`config.mk`:
```
export PLATFORM = sky130hd
export DESIGN_NAME = mem_arbiter
export DESIGN_NICKNAME = d
export VERILOG_FILES = /design/src/rtl/mem_arbiter_pkg.sv /design/src/rtl/mem_arbiter.sv
export SDC_FILE = /design/constraint.sdc
export NUM_CORES = 1
export LEC_CHECK = 0
export BUFFER_PORTS_ARGS = -buffer_cell sky130_fd_sc_hd__clkbuf_2
export CORE_MARGIN = 8
export CORE_UTILIZATION = 37
export DETAILED_ROUTE_END_ITERATION = 8
export PLACE_DENSITY = 0.66
export SLEW_MARGIN = 10
export SYNTH_ARGS = -nofsm -noshare
export SYNTH_HDL_FRONTEND = slang
export SYNTH_SLANG_ARGS = --single-unit
```
`constraint.sdc`:
```
create_clock -name clk -period 2.2 [get_ports clk]
set_clock_uncertainty 0.15 [all_clocks]
set_input_delay 0 -clock clk [delete_from_list [all_inputs] [get_ports clk]]
set_output_delay 0 -clock clk [all_outputs]
set_load 0.005 [all_outputs]
```
`src/rtl/mem_arbiter_pkg.sv`:
```
// mem_arbiter_pkg
//   Shared types for the unified-memory arbiter: FSM state encoding,
//   requester port ids, latency-counter width and the round-robin
//   winner selection used in the IDLE state.
package mem_arbiter_pkg;

  typedef enum logic [1:0] {
    _ARB_IDLE  = 2'd0,
    _ARB_ISSUE = 2'd1,
    _ARB_WAIT  = 2'd2,
    _ARB_DONE  = 2'd3
  } arb_state_e;

  typedef enum logic {
    _ARB_CPU = 1'b0,
    _ARB_DBG = 1'b1
  } arb_port_e;

  // Wide enough to hold the largest supported read latency (8).
  localparam int unsigned CNT_W = 4;

  // A lone requester always wins; on a tie the port not granted last wins.
  function automatic arb_port_e arb_pick(input logic      cpu_req,
                                         input logic      dbg_req,
                                         input arb_port_e last_grant);
    arb_port_e win;
    if (cpu_req && dbg_req) begin
      if (last_grant == _ARB_CPU) win = _ARB_DBG;
      else                        win = _ARB_CPU;
    end else if (cpu_req) begin
      win = _ARB_CPU;
    end else begin
      win = _ARB_DBG;
    end
    return win;
  endfunction

endpackage

```
`src/rtl/mem_arbiter.sv`:
```
// mem_arbiter
//   Shares one unified instruction/data memory between the CPU datapath
//   and a debug/loader port. Requests are level-held until a one-cycle
//   acknowledge; read data is returned through a per-port holding register.
//
// Ports
//   clk, nrst                  clock (rising edge), async active-low reset
//   cpu_req/we/addr/wdata      CPU request, held until cpu_ack
//   cpu_rdata, cpu_ack         CPU read-data holding register, done pulse
//   dbg_*                      same as cpu_*, for the debug port
//   mem_en/we/addr/wdata       memory access strobe and command (0 when idle)
//   mem_rdata                  memory read data, valid MEM_LAT cycles after issue
//   busy                       high whenever the arbiter is not in IDLE
module mem_arbiter
  import mem_arbiter_pkg::*;
#(
  parameter int unsigned AW      = 32,
  parameter int unsigned DW      = 32,
  parameter int unsigned MEM_LAT = 1
) (
  input  logic          clk,
  input  logic          nrst,
  input  logic          cpu_req,
  input  logic          cpu_we,
  input  logic [AW-1:0] cpu_addr,
  input  logic [DW-1:0] cpu_wdata,
  output logic [DW-1:0] cpu_rdata,
  output logic          cpu_ack,
  input  logic          dbg_req,
  input  logic          dbg_we,
  input  logic [AW-1:0] dbg_addr,
  input  logic [DW-1:0] dbg_wdata,
  output logic [DW-1:0] dbg_rdata,
  output logic          dbg_ack,
  output logic          mem_en,
  output logic          mem_we,
  output logic [AW-1:0] mem_addr,
  output logic [DW-1:0] mem_wdata,
  input  logic [DW-1:0] mem_rdata,
  output logic          busy
);

  arb_state_e       state_q, state_d;
  arb_port_e        port_q, port_d;
  arb_port_e        last_q, last_d;
  logic             we_q, we_d;
  logic [AW-1:0]    addr_q, addr_d;
  logic [DW-1:0]    wdata_q, wdata_d;
  logic [CNT_W-1:0] cnt_q, cnt_d;
  logic [DW-1:0]    cpu_rdata_q, cpu_rdata_d;
  logic [DW-1:0]    dbg_rdata_q, dbg_rdata_d;

  always_ff @(posedge clk or negedge nrst) begin
    if (!nrst) begin
      state_q     <= _ARB_IDLE;
      port_q      <= _ARB_CPU;
      last_q      <= _ARB_DBG;
      we_q        <= 1'b0;
      addr_q      <= '0;
      wdata_q     <= '0;
      cnt_q       <= '0;
      cpu_rdata_q <= '0;
      dbg_rdata_q <= '0;
    end else begin
      state_q     <= state_d;
      port_q      <= port_d;
      last_q      <= last_d;
      we_q        <= we_d;
      addr_q      <= addr_d;
      wdata_q     <= wdata_d;
      cnt_q       <= cnt_d;
      cpu_rdata_q <= cpu_rdata_d;
      dbg_rdata_q <= dbg_rdata_d;
    end
  end

  always_comb begin
    state_d     = state_q;
    port_d      = port_q;
    last_d      = last_q;
    we_d        = we_q;
    addr_d      = addr_q;
    wdata_d     = wdata_q;
    cnt_d       = cnt_q;
    cpu_rdata_d = cpu_rdata_q;
    dbg_rdata_d = dbg_rdata_q;

    unique case (state_q)
      _ARB_IDLE: begin
        // Requests are only looked at here; the winner's command is latched
        // so later changes on the request lines cannot disturb the access.
        if (cpu_req || dbg_req) begin
          port_d = arb_pick(cpu_req, dbg_req, last_q);
          if (port_d == _ARB_DBG) begin
            we_d    = dbg_we;
            addr_d  = dbg_addr;
            wdata_d = dbg_wdata;
          end else begin
            we_d    = cpu_we;
            addr_d  = cpu_addr;
            wdata_d = cpu_wdata;
          end
          state_d = _ARB_ISSUE;
        end
      end
      _ARB_ISSUE: begin
        if (we_q) begin
          state_d = _ARB_DONE;
        end else begin
          cnt_d   = CNT_W'(MEM_LAT);
          state_d = _ARB_WAIT;
        end
      end
      _ARB_WAIT: begin
        cnt_d = cnt_q - 1'b1;
        // Counter value 1 marks the cycle in which mem_rdata is valid.
        if (cnt_q == CNT_W'(1)) begin
          if (port_q == _ARB_DBG) dbg_rdata_d = mem_rdata;
          else                    cpu_rdata_d = mem_rdata;
          state_d = _ARB_DONE;
        end
      end
      _ARB_DONE: begin
        last_d  = port_q;
        state_d = _ARB_IDLE;
      end
      default: state_d = _ARB_IDLE;
    endcase
  end

  assign mem_en    = (state_q == _ARB_ISSUE);
  assign mem_we    = mem_en & we_q;
  assign mem_addr  = mem_en ? addr_q  : '0;
  assign mem_wdata = mem_en ? wdata_q : '0;

  assign cpu_ack   = (state_q == _ARB_DONE) && (port_q == _ARB_CPU);
  assign dbg_ack   = (state_q == _ARB_DONE) && (port_q == _ARB_DBG);
  assign cpu_rdata = cpu_rdata_q;
  assign dbg_rdata = dbg_rdata_q;
  assign busy      = (state_q != _ARB_IDLE);

endmodule

```
==> flow_summary.ini <==
[layout]
fill_cells = 1340
nets = 1251
layout-drive-gt1-share_pct = 39.69
area_delta_synth_final_pct = 66.25

[global_routing]
first_global_vias = 7093
grt_max_degree = 73
grt_first_pass_wirelength_um = 37840
overflow = 0
antenna_found_initial = 2
grt_usage_pct = 21.41

[logic_synthesis]
synth-edff-count = 0
ys_ff_latch = 137
ys_types = 34
yosys_warnings = 0
synthFlopType = dfrtp_1
yosys-top-cells-area = dfrtp_1, mux2_2, a31oi_1
synth.most_common_cell = dfrtp_1
syn_avg_cell_area_um2 = 10.27
ys_seq_area_share_pct = 53.26
synth.top_cells.by_count = dfrtp_1, mux2_2, nor2_1
yosysTopAreaCell = dfrtp_1
syn_inst = 627
syn_area_um2 = 6439
syn-num-nets = 800
synth_top_area_share_pct = 52.86
async_flop_share_pct = 100.0

[setup_path]
critPathMaxStageDelay_ns = 0.40
start_kind = flip-flop
cp.required_ns = 2.34
critPathMaxFanout = 8
crit_chain = inv_2, ha_4, or3b_4, nor3b_4, buf_6, buf_8, mux2_2
crit_arrival_ns = 2.35
endpoint_kind = flip-flop
cp_slowest_cell = dfrtp_1
worstSetupPathType = flip-flop to flip-flop

[run_status]
outcome = finished, violations left
violations = negative hold slack, negative setup slack

[sta]
slew_violations = 0
period_minus_slack_ns = 2.209
whs_ns = -0.001915
min_period_over_period_pct = 100.4
hold_violations = 1
setup_violations = 5
relSlewSlack_pct = 60.64
max_freq_mhz = 452.7
rsz0062_at_grt = true
worst_slew_pin_slew_ns = 0.5903
setup_ws_ns = -0.008963

[route]
detail-route-antenna-nets = 0
drtIter0Drc = 388
wl_per_cell_um = 19.10
first_pass_iters = 5
viasPerCell = 5.163
drt_drc_violations_left = 0
wl_um = 25180
vias = 6805

[die]
coreArea_um2 = 17180
std_cell_rows = 48
dieArea_um2 = 21880
die_w_um = 147.9
pin_count = 299
die_height_um = 147.9
initial_core_util_pct = 37.49

[placed_design]
place_congestion = 0.7678
io_buffers = 298
dp_slack_ns = 0.04001
dp_hpwl_um = 14920

[pwr]
leakage_nw = 5.027
power_density_nw_per_um2 = 1266
ir_worst_vdd_uv = 580.5
power.total_mw = 13.55

[clock_tree]
cts_max_level = 4
clock-sinks = 137
clk-insertion-delay-late_ns = 0.41
root_buffer = clkbuf_16
path_clk_slew_ns = 0.06
cts_buffer_depth = 2
cts_buffers = 17
cts_tree = done

[worst_hold_path]
hold_class = primary input to async pin

[flow_run]
cap_violations = 0
-- registers in the layout, summed over array words and instances (netlist names) --
register   cells
wdata_q       32
state_q        2
last_q         1
addr_q        32
we_q           1
cpu_rdata     32
dbg_rdata     32
cnt_q          4
port_q         1
-- worst paths after layout --
path                                     from             to  slack, ns  depth (start not counted)
worst max-delay path                 cnt_q[1]   cpu_rdata[9]     -0.009                          7
worst min-delay path                     nrst  cpu_rdata[10]     -0.002                          3
worst max register to register       cnt_q[1]   cpu_rdata[9]     -0.009                          7
worst min register to register  dbg_rdata[25]  dbg_rdata[25]       0.36                          1
max in group asynchronous                nrst         last_q       1.53                          3
min in group clk                      cpu_req     addr_q[26]       0.02                          3
-- area by class of cell --
class	instances	area, um2	area share, %
repair buffers	488	3495	32.65
well taps	225	281.5	2.630
flip-flops and latches	137	3430	32.04
clock buffers	17	425.4	3.974
multi-input cells	427	2850	26.63
diodes	2	5.005	0.04676
inverters	7	26.28	0.2455
clock inverters	15	191.4	1.788
-- layer usage --
metal / part of all wire [%] / vias up / GRT usage (%)
met5: 0 / - / 0
met4: 2.4 / 0 / 8.516
met3: 11 / 53 / 8.315
met2: 47 / 399 / 33.72
met1: 40 / 3224 / 25.89
li1: - / 3129 / -
-- through the flow --
step / std cells / setup TNS (ns) / cell area, um2 / utilization (%)
after floorplan: 627 / 0 / 6439 / -
after global placement: 1110 / 0 / 8210 / 47.80
after detailed placement: 1110 / 0 / 8210 / 47.80
after CTS: 1308 / 0 / 10490 / 61.07
after global routing: 1318 / -1.317 / 10700 / 62.32
final: 1318 / -0.02048 / 10700 / 62.32
-- power by group --
part / switching (mW) / total [mW] / internal (mW)
Combinational: 2.83 / 5.94 / 3.12
Sequential: 0.795 / 4.62 / 3.82
Clock: 1.17 / 2.98 / 1.81
Total: 4.79 / 13.5 / 8.75
-- kinds of logic (layout without fill, tap and decap cells) --
| group | Yosys count | in the layout | share of synthesized area [%] |
|---|---|---|---|
| AND/OR/NAND/NOR | 211 | 211 | 16.87 |
| AO/OA/AOI/OAI | 141 | 142 | 12.61 |
| flip-flops | 137 | 137 | 53.26 |
| multiplexers | 67 | 67 | 11.72 |
| buffers and inverters | 64 | 527 | 4.178 |
| adder cells (fa/ha/maj) | 7 | 7 | 1.360 |
| other | 0 | 2 | 0 |
-- critical path, delay by kind of cell (launching register included) --
kind                       cells  cell delay, ns
adders and majority gates      1            0.13
DFF                            1            0.40
and+or+nand+nor                2            0.68
buffers and inverters          3            0.41
muxes                          1            0.34
-- cell usage in the layout, fill, tap and decap left out, drive strengths merged, types with 2 or more instances in the layout --
master	Yosys	layout
a21oi	3	3
nor3b	2	2
dfrtp	136	136
nor2b	2	2
buf	15	22
mux2	67	67
dlygate4sd3	0	166
ha	7	7
o21ai	66	66
nand2	2	2
nand3	65	65
bufinv	0	3
clkbuf	42	317
and2	65	65
diode	0	2
o21a	1	2
a31oi	65	65
and3	2	2
clkinv	0	5
nor2	67	67
inv	7	13
-- timing repair --
| item | CTS | global route |
|---|---|---|
| buffers inserted | 0 | 3 |
| endpoints found under the hold margin | 267 | 0 |
| endpoints found under the setup margin | 0 | 43 |
| hold buffers | 166 | 0 |
| resized for setup | 0 | 24 |
(Power assumes the default switching activity.)
